[src/rtl/ov_frame_ctrl_pkg.sv]
// ---------------------------------------------------------------------------
// ov_pkg
// Shared definitions for the OV7670 -> AL422B capture-side blocks.
//   ov_state_t   : capture sequencer state encoding
//   FRAME_BYTES  : bytes in one QVGA RGB565 frame
//   CLK_HZ       : camera-domain clock frequency
//   FRAME_CNT_W  : width of the captured-frame counter
//   WD_W         : watchdog counter width (holds 1 s at CLK_HZ)
// ---------------------------------------------------------------------------
package ov_pkg;

   typedef enum logic [2:0] {
      S_IDLE    = 3'd0,
      S_ARM     = 3'd1,
      S_WRST    = 3'd2,
      S_WRITE   = 3'd3,
      S_HANDOFF = 3'd4,
      S_DRAIN   = 3'd5
   } ov_state_t;

   localparam int FRAME_BYTES = 320 * 240 * 2;
   localparam int CLK_HZ      = 25_000_000;
   localparam int FRAME_CNT_W = 8;
   localparam int WD_W        = 25;

endpackage

[src/rtl/ov_frame_ctrl_if.sv]
// ---------------------------------------------------------------------------
// ov_frame_ctrl_if
// Control/status bundle between the capture sequencer and its surroundings
// (camera, config block, FIFO, FIFO reader).
//   master : the sequencer (drives FIFO controls and status)
//   slave  : the environment (drives camera/config/reader inputs)
// Signals:
//   initialized, vsync, capture_req, continuous, frame_read  (to sequencer)
//   wen, wrst, new_frame, busy, frame_cnt[7:0], timeout       (from sequencer)
// ---------------------------------------------------------------------------
interface ov_frame_ctrl_if;
   import ov_pkg::*;

   logic                   initialized;
   logic                   vsync;
   logic                   capture_req;
   logic                   continuous;
   logic                   frame_read;
   logic                   wen;
   logic                   wrst;
   logic                   new_frame;
   logic                   busy;
   logic [FRAME_CNT_W-1:0] frame_cnt;
   logic                   timeout;

   modport master (
      input  initialized, vsync, capture_req, continuous, frame_read,
      output wen, wrst, new_frame, busy, frame_cnt, timeout
   );

   modport slave (
      output initialized, vsync, capture_req, continuous, frame_read,
      input  wen, wrst, new_frame, busy, frame_cnt, timeout
   );

endinterface

[src/rtl/ov_frame_ctrl_vsync_sync.sv]
// ---------------------------------------------------------------------------
// ov_vsync_sync
// Brings the asynchronous camera VSYNC into the camera clock domain and
// flags its active edge. Polarity is normalised before the first flop so
// the rise detector always sees an active-high pulse.
// Ports:
//   clk_25MHz  in   camera-domain clock
//   rst_n      in   asynchronous active-low reset
//   vsync      in   raw VSYNC pin
//   vs_rise    out  one-cycle pulse, high the cycle after s2 goes high
// Parameters:
//   VSYNC_POL  1 = active-high VSYNC, 0 = active-low
// ---------------------------------------------------------------------------
module ov_vsync_sync
   import ov_pkg::*;
#(
   parameter bit VSYNC_POL = 1'b1
) (
   input  logic clk_25MHz,
   input  logic rst_n,
   input  logic vsync,
   output logic vs_rise
);

   logic vs_in;
   logic s1, s2, s3;

   assign vs_in = VSYNC_POL ? vsync : ~vsync;

   always_ff @(posedge clk_25MHz or negedge rst_n) begin
      if (!rst_n) begin
         s1 <= 1'b0;
         s2 <= 1'b0;
         s3 <= 1'b0;
      end else begin
         s1 <= vs_in;
         s2 <= s1;
         s3 <= s2;
      end
   end

   // s1 may be metastable; the edge is taken between the two settled flops.
   assign vs_rise = s2 & ~s3;

endmodule

[src/rtl/ov_frame_ctrl.sv]
// ---------------------------------------------------------------------------
// ov_frame_ctrl
// Write-side capture sequencer for an OV7670 feeding an AL422B FIFO.
// Arms on a capture request (or continuously), waits for a VSYNC edge,
// pulses the FIFO write-pointer reset, enables writes for exactly one frame
// and then hands the frame to the reader via new_frame / frame_read.
// No new capture starts until the reader reports it is idle again.
//
// Ports:
//   clk_25MHz  in   camera-domain clock
//   rst_n      in   asynchronous active-low reset
//   bus        ov_frame_ctrl_if.master
//     initialized  in   SCCB config done; gates capture
//     vsync        in   raw camera VSYNC (asynchronous)
//     capture_req  in   single-cycle capture request
//     continuous   in   re-arm after every read-out
//     frame_read   in   reader status: 1 idle, 0 reading
//     wen          out  FIFO write enable (active high)
//     wrst         out  FIFO write-pointer reset (active low)
//     new_frame    out  complete frame waiting in FIFO
//     busy         out  high in every state except IDLE
//     frame_cnt    out  frames captured, wraps 255 -> 0
//     timeout      out  sticky watchdog flag
// Parameters:
//   WRST_CYCLES     clocks wrst is held low at frame start (>= 1)
//   VSYNC_POL       1 = active-high VSYNC, 0 = active-low
//   TIMEOUT_CYCLES  watchdog limit in clocks
// Build option:
//   OV_FRAME_CTRL_TIMEOUT_EN  enables the ARM/WRITE watchdog; when undefined
//                             there is no counter and timeout is tied low.
// ---------------------------------------------------------------------------
module ov_frame_ctrl
   import ov_pkg::*;
#(
   parameter int WRST_CYCLES    = 4,
   parameter bit VSYNC_POL      = 1'b1,
   parameter int TIMEOUT_CYCLES = CLK_HZ
) (
   input  logic            clk_25MHz,
   input  logic            rst_n,
   ov_frame_ctrl_if.master bus
);

   localparam int CNT_W = (WRST_CYCLES > 1) ? $clog2(WRST_CYCLES) : 1;
   localparam logic [CNT_W-1:0] WRST_LOAD = CNT_W'(WRST_CYCLES - 1);

   if (WRST_CYCLES < 1 || TIMEOUT_CYCLES < 2 || TIMEOUT_CYCLES > (2 ** WD_W)) begin : g_bad_param
      $error("ov_frame_ctrl: parameter out of range");
   end

   ov_state_t              state;
   logic                   pending;
   logic [CNT_W-1:0]       wrst_cnt;
   logic                   wen_q;
   logic                   wrst_q;
   logic                   new_frame_q;
   logic                   busy_q;
   logic [FRAME_CNT_W-1:0] frame_cnt_q;
   logic                   vs_rise;
   logic                   in_capture;
   logic                   abort;

   ov_vsync_sync #(
      .VSYNC_POL (VSYNC_POL)
   ) u_vsync_sync (
      .clk_25MHz (clk_25MHz),
      .rst_n     (rst_n),
      .vsync     (bus.vsync),
      .vs_rise   (vs_rise)
   );

   // Losing the camera config only matters while we own the FIFO write
   // side; once the frame is handed off the reader handshake must finish.
   assign in_capture = (state == S_ARM) || (state == S_WRST) || (state == S_WRITE);
   assign abort      = in_capture && !bus.initialized;

`ifdef OV_FRAME_CTRL_TIMEOUT_EN
   logic [WD_W-1:0] wd_cnt;
   logic            wd_hit;
   logic            timeout_q;

   // Counting only in ARM/WRITE and clearing everywhere else is equivalent
   // to clearing on every state change: ARM is only entered from IDLE or
   // DRAIN, WRITE only from WRST, and every exit lands in a clearing state.
   always_ff @(posedge clk_25MHz or negedge rst_n) begin
      if (!rst_n) begin
         wd_cnt <= '0;
      end else if (state == S_ARM || state == S_WRITE) begin
         wd_cnt <= wd_cnt + 1'b1;
      end else begin
         wd_cnt <= '0;
      end
   end

   assign wd_hit = ((state == S_ARM) || (state == S_WRITE)) &&
                   (wd_cnt == WD_W'(TIMEOUT_CYCLES - 1));
`endif

   always_ff @(posedge clk_25MHz or negedge rst_n) begin
      if (!rst_n) begin
         state       <= S_IDLE;
         pending     <= 1'b0;
         wrst_cnt    <= '0;
         wen_q       <= 1'b0;
         wrst_q      <= 1'b1;
         new_frame_q <= 1'b0;
         busy_q      <= 1'b0;
         frame_cnt_q <= '0;
`ifdef OV_FRAME_CTRL_TIMEOUT_EN
         timeout_q   <= 1'b0;
`endif
      end else begin
         // One-deep request latch; the ARM-entry clear below takes priority.
         if (bus.capture_req) pending <= 1'b1;

         if (abort) begin
            wen_q  <= 1'b0;
            wrst_q <= 1'b1;
            busy_q <= 1'b0;
            state  <= S_IDLE;
         end
`ifdef OV_FRAME_CTRL_TIMEOUT_EN
         else if (wd_hit) begin
            timeout_q <= 1'b1;
            wen_q     <= 1'b0;
            wrst_q    <= 1'b1;
            busy_q    <= 1'b0;
            pending   <= 1'b0;
            state     <= S_IDLE;
         end
`endif
         else begin
            case (state)
               S_IDLE: begin
                  if (bus.initialized && bus.frame_read &&
                      (pending || bus.capture_req || bus.continuous)) begin
                     pending <= 1'b0;
                     busy_q  <= 1'b1;
                     state   <= S_ARM;
                  end
               end

               S_ARM: begin
                  if (vs_rise) begin
                     wrst_q   <= 1'b0;
                     wrst_cnt <= WRST_LOAD;
                     state    <= S_WRST;
                  end
               end

               // vs_rise is deliberately ignored here: a boundary landing
               // inside the reset pulse just defers end-of-frame to the next.
               S_WRST: begin
                  if (wrst_cnt == '0) begin
                     wrst_q <= 1'b1;
                     wen_q  <= 1'b1;
                     state  <= S_WRITE;
                  end else begin
                     wrst_cnt <= wrst_cnt - 1'b1;
                  end
               end

               S_WRITE: begin
                  if (vs_rise) begin
                     wen_q       <= 1'b0;
                     frame_cnt_q <= frame_cnt_q + 1'b1;
                     new_frame_q <= 1'b1;
                     state       <= S_HANDOFF;
                  end
               end

               S_HANDOFF: begin
                  if (!bus.frame_read) begin
                     new_frame_q <= 1'b0;
                     state       <= S_DRAIN;
                  end
               end

               S_DRAIN: begin
                  if (bus.frame_read) begin
                     if (bus.continuous || pending) begin
                        pending <= 1'b0;
                        state   <= S_ARM;
                     end else begin
                        busy_q <= 1'b0;
                        state  <= S_IDLE;
                     end
                  end
               end

               default: begin
                  wen_q       <= 1'b0;
                  wrst_q      <= 1'b1;
                  new_frame_q <= 1'b0;
                  busy_q      <= 1'b0;
                  state       <= S_IDLE;
               end
            endcase
         end
      end
   end

   assign bus.wen       = wen_q;
   assign bus.wrst      = wrst_q;
   assign bus.new_frame = new_frame_q;
   assign bus.busy      = busy_q;
   assign bus.frame_cnt = frame_cnt_q;
`ifdef OV_FRAME_CTRL_TIMEOUT_EN
   assign bus.timeout   = timeout_q;
`else
   assign bus.timeout   = 1'b0;
`endif

endmodule

[src/flat_wrapper.sv]
// flat-port wrapper written by rule: the top's interface ports become plain ports
module ov_frame_ctrl_flat import ov_pkg::*;
#(
   parameter int WRST_CYCLES    = 4,
   parameter bit VSYNC_POL      = 1'b1,
   parameter int TIMEOUT_CYCLES = CLK_HZ
)
  (clk_25MHz, rst_n, bus_initialized, bus_vsync, bus_capture_req, bus_continuous, bus_frame_read, bus_wen, bus_wrst, bus_new_frame, bus_busy, bus_frame_cnt, bus_timeout);
  ov_frame_ctrl_if bus_i ();
  input  logic clk_25MHz;
  input  logic rst_n;
  input wire logic [$bits(bus_i.initialized)-1:0] bus_initialized;
  input wire logic [$bits(bus_i.vsync)-1:0] bus_vsync;
  input wire logic [$bits(bus_i.capture_req)-1:0] bus_capture_req;
  input wire logic [$bits(bus_i.continuous)-1:0] bus_continuous;
  input wire logic [$bits(bus_i.frame_read)-1:0] bus_frame_read;
  output wire logic [$bits(bus_i.wen)-1:0] bus_wen;
  output wire logic [$bits(bus_i.wrst)-1:0] bus_wrst;
  output wire logic [$bits(bus_i.new_frame)-1:0] bus_new_frame;
  output wire logic [$bits(bus_i.busy)-1:0] bus_busy;
  output wire logic [$bits(bus_i.frame_cnt)-1:0] bus_frame_cnt;
  output wire logic [$bits(bus_i.timeout)-1:0] bus_timeout;
  assign bus_i.initialized = bus_initialized;
  assign bus_i.vsync = bus_vsync;
  assign bus_i.capture_req = bus_capture_req;
  assign bus_i.continuous = bus_continuous;
  assign bus_i.frame_read = bus_frame_read;
  assign bus_wen = bus_i.wen;
  assign bus_wrst = bus_i.wrst;
  assign bus_new_frame = bus_i.new_frame;
  assign bus_busy = bus_i.busy;
  assign bus_frame_cnt = bus_i.frame_cnt;
  assign bus_timeout = bus_i.timeout;
  ov_frame_ctrl #(.WRST_CYCLES(WRST_CYCLES), .VSYNC_POL(VSYNC_POL), .TIMEOUT_CYCLES(TIMEOUT_CYCLES)) u_core (.clk_25MHz(clk_25MHz), .rst_n(rst_n), .bus(bus_i));
endmodule
[config.mk]
export PLATFORM = sky130hd
export DESIGN_NAME = ov_frame_ctrl_flat
export DESIGN_NICKNAME = d
export VERILOG_FILES = /design/src/rtl/ov_frame_ctrl_pkg.sv /design/src/rtl/ov_frame_ctrl_if.sv /design/src/rtl/ov_frame_ctrl_vsync_sync.sv /design/src/rtl/ov_frame_ctrl.sv /design/src/flat_wrapper.sv
export SDC_FILE = /design/constraint.sdc
export NUM_CORES = 1
export LEC_CHECK = 0
export ABC_AREA = 1
export BUFFER_PORTS_ARGS = -buffer_cell sky130_fd_sc_hd__buf_2
export CORE_UTILIZATION = 55
export DETAILED_ROUTE_END_ITERATION = 8
export PLACE_DENSITY = 0.78
export SYNTH_ARGS = -nofsm -noshare
export SYNTH_HDL_FRONTEND = slang
export SYNTH_SLANG_ARGS = --single-unit
[constraint.sdc]
create_clock -name clk_25MHz -period 1.5 [get_ports clk_25MHz]
set_input_delay 0.075 -clock clk_25MHz [delete_from_list [all_inputs] [get_ports clk_25MHz]]
set_output_delay 0.075 -clock clk_25MHz [all_outputs]
set_load 0.02 [all_outputs]
==> flow_summary.toml <==
[sta]
finalSetupViolCount = 0
tns_ns = 0
fmax_mhz = 728
worst_clock_skew_ns = 0.00432
report.final.slew_viol_count = 0
hold_viol_final = 0
grt_setup_unrepaired = "false"
period_minus_slack_ns = 1.37
period_share = 0.916

[place]
place.port_buffers = 18
placed_cell_area_sq_mm = 0.00140
place.gp.congestion = 0.957
dp_hpwl_mm = 1.94

[logic_synthesis]
avgSynthCellArea_sq_um = 7.84
postSynthCellCount = 164
synthTopCellsByCount = "nand2_1 (41), dfrtp_1 (20), nor2_1 (18), inv_1 (14), nand3_1 (13)"
synthDistinctLibCells = 26
syn_area_sq_mm = 0.00128
yosysTopAreaCell = "dfrtp_1"
yosys-top-cells-area = "dfrtp_1 (39%), nand2_1 (12%), nor2_1 (5.3%)"
synth_ff_type = "dfrtp_1"
ys_warn_count = 0
synth-seq-cells = 21
seq_area_frac_synth = 0.410
yosysMostFrequentCell = "nand2_1"
synth_edf_count = 0
synth_nets = 173
synth-async-reset-ratio = 1.00
yosys.area.top_type_share = 0.389

[finish]
largest_reg_flops = 8
multi_input_area_sq_um = 656
fillers = 208
seq_area_sq_um = 529
layout-drive-gt1-share = 0.294
areaGrowthSynthToFinish_pct = 12.8
fin_nets = 197
final_area_sq_mm = 0.00145
fin_util = 0.655
diodes = 0

[worst_hold_path]
hp-class = "input pin to flip-flop"

[worst_setup_path]
critPathArrivalTime_ns = 1.57
cp_common_cell = "nand2_2"
cp_top_family = "simple AND/OR/NAND/NOR gates"
max_stage_delay_ns = 0.48
worstPathRequired_ns = 1.69
crit_path_top_delay_cell = "dfrtp_2"
cp_cell_sequence = "buf_4, nor2_2, nand2_2, nor2_4, inv_2, nand2_2, nand2_2, nand2_1, o21ai_1"
critical_path.endpoint_type = "flip-flop"
cp_num_buf_inv = 2
cp_max_fo = 7
start_kind = "flip-flop"
path_class = "flip-flop to flip-flop"

[detailed_routing]
drt_iter0_markers = 39
drtAntennaViolNets = 0
drt_pass1_iterations = 4
drt-met1-wl_mm = 1.15
route.detailed.drc = 0
viasPerCell = 5.00
met3_length_microns = 114
wl_per_cell_microns = 11.6
vias = 1075
wl_mm = 2.49
highest_layer = "met4"
dr_wl_met2_mm = 1.18

[status]
status = "completed"

[pwr]
switchingPower_uw = 1230
total_leakage_power_uw = 0.000814
total_power_uw = 2560
pwr_density_cell_mw_per_mm2 = 1770
switching_share = 0.480
power_frac_clock = 0.106
ir_worst_vdd_mv = 1.06
p_comb_frac = 0.537
p_seq_frac = 0.357
intPower_uw = 1330

[cts]
cts.path.max_buffers = 2
numCtsBuffers = 3
clk_latency_ns = 0.30
cts.sinks = 21
root_buffer = "clkbuf_4"
htree_levels = 1
path_clk_slew_ns = 0.12
postCtsSetupRepairBufs = 0
cts_tree = "yes"

[grt]
grt_max_degree = 22
grt_pass1_wl_mm = 4.40
first_global_vias = 1038
antenna_found_initial = 0
grt.total_usage = 0.232
grt-ovfl-total = 0

[floorplan]
io_pins = 20
die_h_microns = 50.3
start_util = 0.581
rows = 17
die_area_sq_mm = 0.00253
core_area_sq_mm = 0.00221
fp.dieW_microns = 50.3

[job]
drv_cap = 0
## power groups by stage
stage / logic, uW / clock network [uW] / registers [uW]
3_5_place_dp: 1360 / 0 / 914
6_report: 1380 / 271 / 914
5_1_grt: 1550 / 297 / 934
4_1_cts: 1370 / 279 / 903
3_3_place_gp: 1350 / 0 / 911
2_1_floorplan: 1090 / 0 / 921
## logic make-up (layout without fill, tap and decap cells)
kind of cell,after synthesis,count (layout),synth area share
buffers and inverters,23,46,0.0818
DFF,21,21,0.410
AOI/OAI and AO/OA,11,11,0.0428
other,1,1,0.00292
xor gates and xnor gates,7,7,0.0477
and+or+nand+nor,99,99,0.395
adders and majority gates,2,2,0.0195
## timing repair
item / in CTS / in global routing
endpoints found under the setup margin: 0 / 7
hold buffers: 2 / 0
resized for setup: 0 / 4
endpoints found under the hold margin: 21 / 0
## layer usage
layer | vias to the layer above | GRT usage
met4 | 0 | 0.0787
met3 | 8 | 0.0364
met1 | 474 | 0.299
li1 | 558 | -
met5 | - | 0
met2 | 35 | 0.393
## cell type report
type                    count  area share
clock buffers               4      0.0181
inverters                  20      0.0535
multi-input cells         120       0.453
flip-flops and latches     21       0.365
well taps                  28      0.0242
repair buffers             22      0.0864
## worst reg2reg max path, delay by kind of cell, from the launching register on
family	cells	cell delay [ns]
AO/OA/AOI/OAI	1	0.05
buffers and inverters	2	0.22
flip-flops	1	0.48
AND/OR/NAND/NOR	6	0.50
## per-stage QoR
step                std cells  setup WS (ns)  hold WS (ns)
floorplan                 164          0.269        -0.221
global placement          209         0.0201        0.0560
detailed placement        209         0.0422        0.0601
CTS                       215         0.0247        0.0470
global route              215         0.0247        0.0642
finish                    215          0.126        0.0406
## cell usage in the layout (no fill, tap or decap)
cell,n
conb_1,1
xnor2_1,1
nand3_1,13
nand2_4,2
a21oi_1,5
clkbuf_4,3
dlygate4sd3_1,2
nor2_1,17
or2_2,1
nand2_2,7
nand3_2,2
nand2_1,41
inv_4,1
buf_4,2
nor3_1,3
inv_2,5
dfstp_2,1
nand3_4,1
o21ai_0,2
buf_2,18
dfrtp_1,18
ha_1,2
clkbuf_1,1
nor2_2,4
o21ai_1,4
nor3_2,2
inv_1,14
nand4_1,2
nor2_4,4
dfrtp_2,2
xor2_1,6
## final timing paths
path                                   startpoint                      to  slack, ns  cells after the start
max                               u_core.state[0]      u_core.wrst_cnt[0]       0.13                      9
max in group asynchronous                   rst_n         u_core.bus.wrst       0.92                      2
min reg2reg                u_core.u_vsync_sync.s1  u_core.u_vsync_sync.s2       0.38                      0
min in group asynchronous                   rst_n         u_core.state[1]       0.24                      2
max reg2reg                       u_core.state[0]      u_core.wrst_cnt[0]       0.13                      9
min                               bus_capture_req          u_core.pending       0.04                      3
No activity file was read; power rests on OpenSTA's default activity.
